==> config.mk <==
export PLATFORM = sky130hd
export DESIGN_NAME = dcache_refill_arbiter
export DESIGN_NICKNAME = d
export VERILOG_FILES = /design/src/rtl/dcache_refill_arbiter.sv
export SDC_FILE = /design/constraint.sdc
export NUM_CORES = 2
export LEC_CHECK = 0
export BUFFER_PORTS_ARGS = -buffer_cell sky130_fd_sc_hd__buf_2
export CAP_MARGIN = 20
export CORE_AREA = 10 10 522 524
export CTS_CLUSTER_SIZE = 20
export DETAILED_ROUTE_END_ITERATION = 10
export DIE_AREA = 0 0 532 534
export SYNTH_ARGS = -nofsm -noshare
export SYNTH_HDL_FRONTEND = slang
export SYNTH_SLANG_ARGS = --single-unit
==> constraint.sdc <==
create_clock -name clk -period 8.96 [get_ports clk]
set_input_delay 0.896 -clock clk [delete_from_list [all_inputs] [get_ports clk]]
set_output_delay 0.896 -clock clk [all_outputs]
set_load 0.01 [all_outputs]
==> src/rtl/dcache_refill_arbiter.sv <==
// Data-cache miss-repair responder: fetches a full line from memory as word reads,
// writes it into the cache, then pulses repair_resolved. Forwards core loads while idle.
module dcache_refill_arbiter #(
    parameter int LINE_WORDS      = 32,
    parameter int MAX_OUTSTANDING = 4
) (
    input  logic                      clk,
    input  logic                      rst,
    input  logic                      read_repair_request,
    input  logic [31:0]               missed_addr,
    output logic                      raddr_valid,
    output logic [31:0]               raddr,
    output logic                      rdata_valid,
    output logic                      waddr_valid,
    output logic [31:0]               waddr,
    output logic [LINE_WORDS*32-1:0]  wdata,
    output logic [LINE_WORDS*4-1:0]   wmask,
    output logic                      repair_resolved,
    input  logic                      core_rd_valid,
    input  logic [31:0]               core_rd_addr,
    output logic                      core_rd_stall,
    output logic                      mem_req,
    output logic [31:0]               mem_addr,
    input  logic                      mem_ready,
    input  logic                      mem_rvalid,
    input  logic [31:0]               mem_rdata,
    output logic [2:0]                dbg_state
);

    localparam int          CW       = $clog2(LINE_WORDS + 1);
    localparam int          IW       = $clog2(LINE_WORDS);
    localparam logic [31:0] OFF_MASK = 32'(LINE_WORDS * 4 - 1);

    typedef enum logic [2:0] {
        IDLE    = 3'd0,
        FETCH   = 3'd1,
        WRITE   = 3'd2,
        RESOLVE = 3'd3,
        DRAIN   = 3'd4
    } state_t;

    state_t                       state_q, state_d;
    logic [31:0]                  base_q, base_d;
    logic [CW-1:0]                iss_q, iss_d;
    logic [CW-1:0]                rsp_q, rsp_d;
    logic [LINE_WORDS-1:0][31:0]  line_q, line_d;
    logic                         wr_strobe_q, wr_strobe_d;
    logic                         resolved_q, resolved_d;
    logic                         in_idle;
    logic                         issue;

    // Handshake: a memory read is transferred on a rising edge where mem_req && mem_ready;
    // mem_req/mem_addr depend only on registered state, so they hold until accepted.
    assign in_idle       = (state_q == IDLE);
    assign raddr_valid   = in_idle & core_rd_valid;
    assign raddr         = in_idle ? core_rd_addr : 32'd0;
    assign core_rd_stall = ~in_idle & core_rd_valid;
    assign rdata_valid   = 1'b0;

    assign mem_req  = (state_q == FETCH) &&
                      (iss_q < CW'(LINE_WORDS)) &&
                      ((iss_q - rsp_q) < CW'(MAX_OUTSTANDING));
    assign mem_addr = mem_req ? (base_q + 32'({iss_q, 2'b00})) : 32'd0;
    assign issue    = mem_req & mem_ready;

    // Write-side outputs lag the WRITE state by one edge; the line buffer is frozen then.
    assign waddr_valid     = wr_strobe_q;
    assign waddr           = wr_strobe_q ? base_q : 32'd0;
    assign wdata           = wr_strobe_q ? line_q : '0;
    assign wmask           = {(LINE_WORDS * 4){wr_strobe_q}};
    assign repair_resolved = resolved_q;
    assign dbg_state       = state_q;

    always_comb begin
        state_d     = state_q;
        base_d      = base_q;
        iss_d       = iss_q;
        rsp_d       = rsp_q;
        line_d      = line_q;
        wr_strobe_d = (state_q == WRITE);
        resolved_d  = (state_q == RESOLVE);

        case (state_q)
            IDLE: begin
                if (read_repair_request) begin
                    base_d  = missed_addr & ~OFF_MASK;
                    iss_d   = '0;
                    rsp_d   = '0;
                    state_d = FETCH;
                end
            end
            FETCH: begin
                if (issue) begin
                    iss_d = iss_q + 1'b1;
                end
                if (mem_rvalid && (rsp_q < CW'(LINE_WORDS))) begin
                    line_d[rsp_q[IW-1:0]] = mem_rdata;
                    rsp_d                 = rsp_q + 1'b1;
                    if (rsp_q == CW'(LINE_WORDS - 1)) begin
                        state_d = WRITE;
                    end
                end
            end
            WRITE:   state_d = RESOLVE;
            RESOLVE: state_d = DRAIN;
            DRAIN: begin
                // Only a dropped request re-arms the miss detector.
                if (!read_repair_request) begin
                    state_d = IDLE;
                end
            end
            default: state_d = IDLE;
        endcase
    end

    always_ff @(posedge clk or negedge rst) begin
        if (!rst) begin
            state_q     <= IDLE;
            base_q      <= '0;
            iss_q       <= '0;
            rsp_q       <= '0;
            line_q      <= '0;
            wr_strobe_q <= 1'b0;
            resolved_q  <= 1'b0;
        end else begin
            state_q     <= state_d;
            base_q      <= base_d;
            iss_q       <= iss_d;
            rsp_q       <= rsp_d;
            line_q      <= line_d;
            wr_strobe_q <= wr_strobe_d;
            resolved_q  <= resolved_d;
        end
    end

endmodule

* Word level (Yosys, flattened, before mapping)
Cells that the tools add are included. W data, S select, Z words.
Storage, ports and cells: output and inout bits 1257, bits of input ports 102, register bits 1066
Operators by class: reduce and logical (&&, ||, !) cells 11, bitwise logic cells 4, muxes and demuxes 17, eq/ne operators 10, $add $sub $neg 4, $lt $le $gt $ge 5
Operators with widths (number):
- $bwmux W1024 | 1
- $mux W1024 | 1
- $demux W32 S5 | 1
- $mux W32 | 4
- $add A32 B8 Y32 | 1
- $pmux W6 S2 | 2
- $mux W6 | 3
- $pmux W3 S5 | 1
- $add A6 B1 Y6 const B | 2
- $lt A6 B6 Y1 const B | 2
- $mux W3 | 4
- $eq A3 B2 Y1 const B | 2
- $eq A6 B5 Y1 const B | 1
- $lt A5 B6 Y1 const B | 1
- $lt A6 B3 Y1 const B | 1
- $ne A2 B2 Y1 const B | 3
- $reduce_and A3 Y1 | 2
- $sub A6 B6 Y6 | 1
- $ge A5 B1 Y1 const B | 1
- $logic_and A1 B1 Y1 | 4
- $ne A2 B1 Y1 const B | 2
- $reduce_and A2 Y1 | 2
- $reduce_and A4 Y1 | 1
- $and A1 B1 Y1 | 3
- other kinds (5) | 5

* Longest topological paths before layout
depth in word-level cells 6, depth in mapped cells 9

* Least setup slack after synthesis
Ideal clock, no wire load.
path kind reg-to-output, start register wr_strobe_q, in the netlist waddr_valid, end output port wdata[1000], slack 4.578 ns, cell stages (with the launch flop) 6, arrival time 3.486 ns, cells stage by stage dfrtp_1 clkbuf_1 clkbuf_1 clkbuf_1 clkbuf_1 and2_1
Between the ends: word-level cells in the longest chain between the ends 1
RTL lines:
- start: declaration | line 47 | logic wr_strobe_q, wr_strobe_d;
- start signal: assignment | line 131 | wr_strobe_q <= wr_strobe_d;
- $mux W1024 | line 69 | assign wdata = wr_strobe_q ? line_q : '0;
- end: declaration | line 16 | output logic [LINE_WORDS*32-1:0] wdata,
No other way between the ends.

* Worst setup path after layout
start register rsp_q[3], end output port mem_addr[6]
Between the ends: word-level cells in the longest chain between the ends 4
RTL lines:
- start: declaration | line 45 | logic [CW-1:0] rsp_q, rsp_d;
- start signal: assignment | line 129 | rsp_q <= rsp_d;
- $sub A6 B6 Y6 | line 62 | ((iss_q - rsp_q) < CW'(MAX_OUTSTANDING));
- $lt A6 B3 Y1 | line 62
- $logic_and A1 B1 Y1 | line 61 | (iss_q < CW'(LINE_WORDS)) &&
- $mux W32 | line 63 | assign mem_addr = mem_req ? (base_q + 32'({iss_q, 2'b00})) : 32'd0;
- end: declaration | line 23 | output logic [31:0] mem_addr,
No other way between the ends.

==> key figures <==
Placed design
  • Placement Cell Area: 58600 um2
  • Post-DP HPWL: 134000 um
  • Placer Congestion: 0.808
  • Placed Cells: 8418
  • Port-buffer cells: 1341

GRT
  • Initial antenna violation count: 39
  • Largest net degree at the start of global routing: 220
  • Global route overflow: 0
  • First-pass GRT wire length: 285000 um
  • Vias in the first global route: 36300
  • Global-route usage over all layers: 0.138

Synthesis
  • Top-area cell type share of the netlist area: 0.544
  • Mapped Avg Cell Area: 12.4 um2
  • Register area share after synthesis: 0.544
  • Synth area leader: dfrtp_1
  • Synth Flop Type: dfrtp_1
  • Ys async rst share: 1.00
  • Post-Syn Area: 49100 um2
  • Cells after Synth: 3957
  • Area contributors post-synth: dfrtp_1 54%, mux2_2 24%, and2_1 14%
  • Number of synthesized register bits: 1066
  • YS warnings: 0
  • EDFF count, synth: 0
  • Synth cell types: 52

Clock network
  • Skew-Pair Late Insertion Delay: 0.76 ns
  • # H-tree levels: 3
  • CTS buffer count: 118
  • Setup Fix Bufs, Post-CTS: 0
  • Clock Sink Count: 1066
  • CTS tree: yes
  • CTS Hold Bufs: 0
  • Worst-path clk slew: 0.06 ns
  • Root buffer cell: clkbuf_16
  • Post-CTS Resized: 0
  • Max clock buf depth: 3

Route
  • Via density: 3.99
  • DR vias: 34600
  • Drt wl/cell: 23.8 um
  • Remaining DRCs: 0
  • Initial DRC count: 2757
  • Final wirelength: 206000 um
  • Post-route antenna net violation count: 1
  • TritonRoute pass-1 iters: 5

STA
  • Pins over their slew limit: 0
  • Period minus WS final: 4.32 ns
  • Final worst path period share: 0.483
  • Setup TNS: 0 ns
  • Max_slew headroom: 0.161
  • Final setup violating endpoints: 0
  • RSZ-0062 raised after global routing: false
  • Tightest Pin Transition: 1.25 ns
  • Fin. Hold Viols: 0
  • Worst Skew: 0.0536 ns
  • Max Clk Rate: 0.231 GHz

Finish
  • Final net count: 5137
  • Share of cells above drive strength 1: 0.523
  • Layout area overhead: 28.1%
  • Filler instances: 27800
  • Count of non-filler cells in the finished layout: 8678
  • Final Instance Area: 62900 um2

Pwr
  • Power per Cell Area: 258 nW/um2
  • Maximum vdd drop: 170 uV
  • Lkg Pwr: 32.9 nW

Critical path
  • Crit-path max FO: 28
  • WP data arrival: 3.43 ns
  • Crit path cell chain: inv_1, ha_1, nor2b_1, a2111o_1, a211o_2, nor2_1, buf_2
  • CP Class: reg2out
  • CP required: 8.06 ns
  • Startpoint types: flip-flop
  • Worst Setup End Kind: output pin
  • Delay of the slowest critical-path stage: 0.54 ns
  • CP max-delay cell: a211o_2

Job
  • Max cap viols: 0

Hold path
  • Hold Path Class: in2async

Outcome
  • Status: finished with violations
  • Failing checks: antenna rules

Die
  • I/O Pins: 1359
  • Row Count: 188
  • Core area: 262000 um2
  • Die area: 284000 um2
  • Height of the die: 534 um
  • Initial Util: 0.188
  • Die Wd: 532 um
layout by cell type, fill, tap and decap left out, types with 3 or more instances in the layout:
cell | Yosys | layout
buf_2 | 34 | 1314
and2_1 | 1087 | 1087
dfrtp_1 | 1066 | 1065
mux2_2 | 1028 | 1028
clkbuf_16 | 0 | 119
buf_4 | 139 | 86
nand2_1 | 111 | 84
diode_2 | 0 | 42
nor2_1 | 33 | 33
clkbuf_8 | 0 | 30
nand2_2 | 0 | 27
clkinv_2 | 0 | 23
clkbuf_1 | 227 | 21
inv_1 | 14 | 14
xnor2_1 | 13 | 13
a21oi_1 | 12 | 12
nand3_1 | 12 | 12
o21ai_0 | 11 | 11
nor3_1 | 13 | 11
ha_1 | 11 | 11
conb_1 | 1 | 10
buf_12 | 0 | 10
bufinv_16 | 0 | 9
or3_1 | 8 | 8
nand4_1 | 7 | 7
or4_1 | 6 | 6
clkinv_16 | 0 | 5
nor2b_1 | 4 | 4
o31ai_1 | 4 | 4
nor4_1 | 4 | 4
clkinvlp_4 | 0 | 4
nand2b_1 | 3 | 3
a2111o_1 | 3 | 3
and3_1 | 3 | 3
a2111oi_0 | 3 | 3
inv_6 | 0 | 3
cell families (layout without fill, tap and decap cells):
family / Yosys count / count (layout) / share of synthesized area
other cells: 1 / 52 / 0.0000764
fa+ha+maj: 11 / 11 / 0.00281
mux: 1030 / 1030 / 0.236
xor+xnor: 15 / 15 / 0.00268
simple gates: 1303 / 1303 / 0.159
compound gates: 43 / 43 / 0.00594
flops: 1066 / 1066 / 0.544
buf+inv: 488 / 1643 / 0.0495
flip-flops by register name, indices dropped and copies added, names as in the netlist:
name and cells:
repair_resolved 1, base_q 25, waddr_valid 1, dbg_state 3, iss_q 6, rsp_q 6
line_q 1024
metal layers:
metal,vias to the layer above,track usage,part of all wire
li1,15100,-,-
met1,17500,0.166,0.40
met2,1689,0.227,0.46
met3,341,0.0479,0.10
met4,0,0.0502,0.045
met5,-,0,0
metrics by stage:
step / setup WS, ns / hold slack, ns / total power [mW] / util
2_1_floorplan: 4.58 / 0.467 / 9.97 / -
4_1_cts: 4.52 / 0.0616 / 16.4 / 0.240
3_3_place_gp: 5.45 / 0.479 / 10.9 / 0.224
3_5_place_dp: 5.43 / 0.486 / 11.2 / 0.224
5_1_grt: 4.45 / 0.103 / 17.1 / 0.240
6_report: 4.64 / 0.107 / 16.2 / 0.240
synth_stat cells (3+ instances only):
| cell type | number |
|---|---|
| nand2_1 | 111 |
| or3_1 | 8 |
| buf_6 | 4 |
| buf_2 | 34 |
| and3_1 | 3 |
| nor2b_1 | 4 |
| nand3_1 | 12 |
| inv_1 | 14 |
| o21ai_0 | 11 |
| a2111o_1 | 3 |
| ha_1 | 11 |
| clkbuf_1 | 227 |
| and2_1 | 1087 |
| nand2b_1 | 3 |
| o31ai_1 | 4 |
| a2111oi_0 | 3 |
| dfrtp_1 | 1066 |
| nor4_1 | 4 |
| nor2_1 | 33 |
| buf_4 | 139 |
| xnor2_1 | 13 |
| or4_1 | 6 |
| nor3_1 | 13 |
| buf_1 | 68 |
| nand4_1 | 7 |
| a21oi_1 | 12 |
| mux2_2 | 1028 |
final timing paths:
check                           cells after the start             from           to  slack, ns
max in group asynchronous                           3              rst  line_q[505]       6.61
worst max register to register                      4         rsp_q[4]  line_q[941]       5.76
worst min register to register                      1      line_q[557]  line_q[557]       0.50
worst min-delay path                                1              rst   line_q[71]       0.11
worst max-delay path                                7         rsp_q[3]  mem_addr[6]       4.64
min in group clk                                    3  missed_addr[31]   base_q[31]       0.32
layout make-up:
type	instances	area, um2	share of cell area
clock buffers	170	3470	0.0552
multi-input cells	2412	20100	0.320
flip-flops and latches	1066	26700	0.424
diodes	42	105	0.00167
clock inverters	47	621	0.00987
inverters	15	56.3	0.000896
well taps	3515	4400	0.0700
repair buffers	1411	7440	0.118
power breakdown:
group / switching, mW / internal (mW)
Sequential: 1.02 / 6.87
Combinational: 1.40 / 1.82
Clock: 2.15 / 2.95
critical path, delay by kind of cell (launching register included):
kind            cells  cell delay, ns
compound gates      2            0.98
fa+ha+maj           1            0.35
buf+inv             2            0.36
flops               1            0.49
simple gates        2            0.49
No activity file was read; power rests on OpenSTA's default activity.
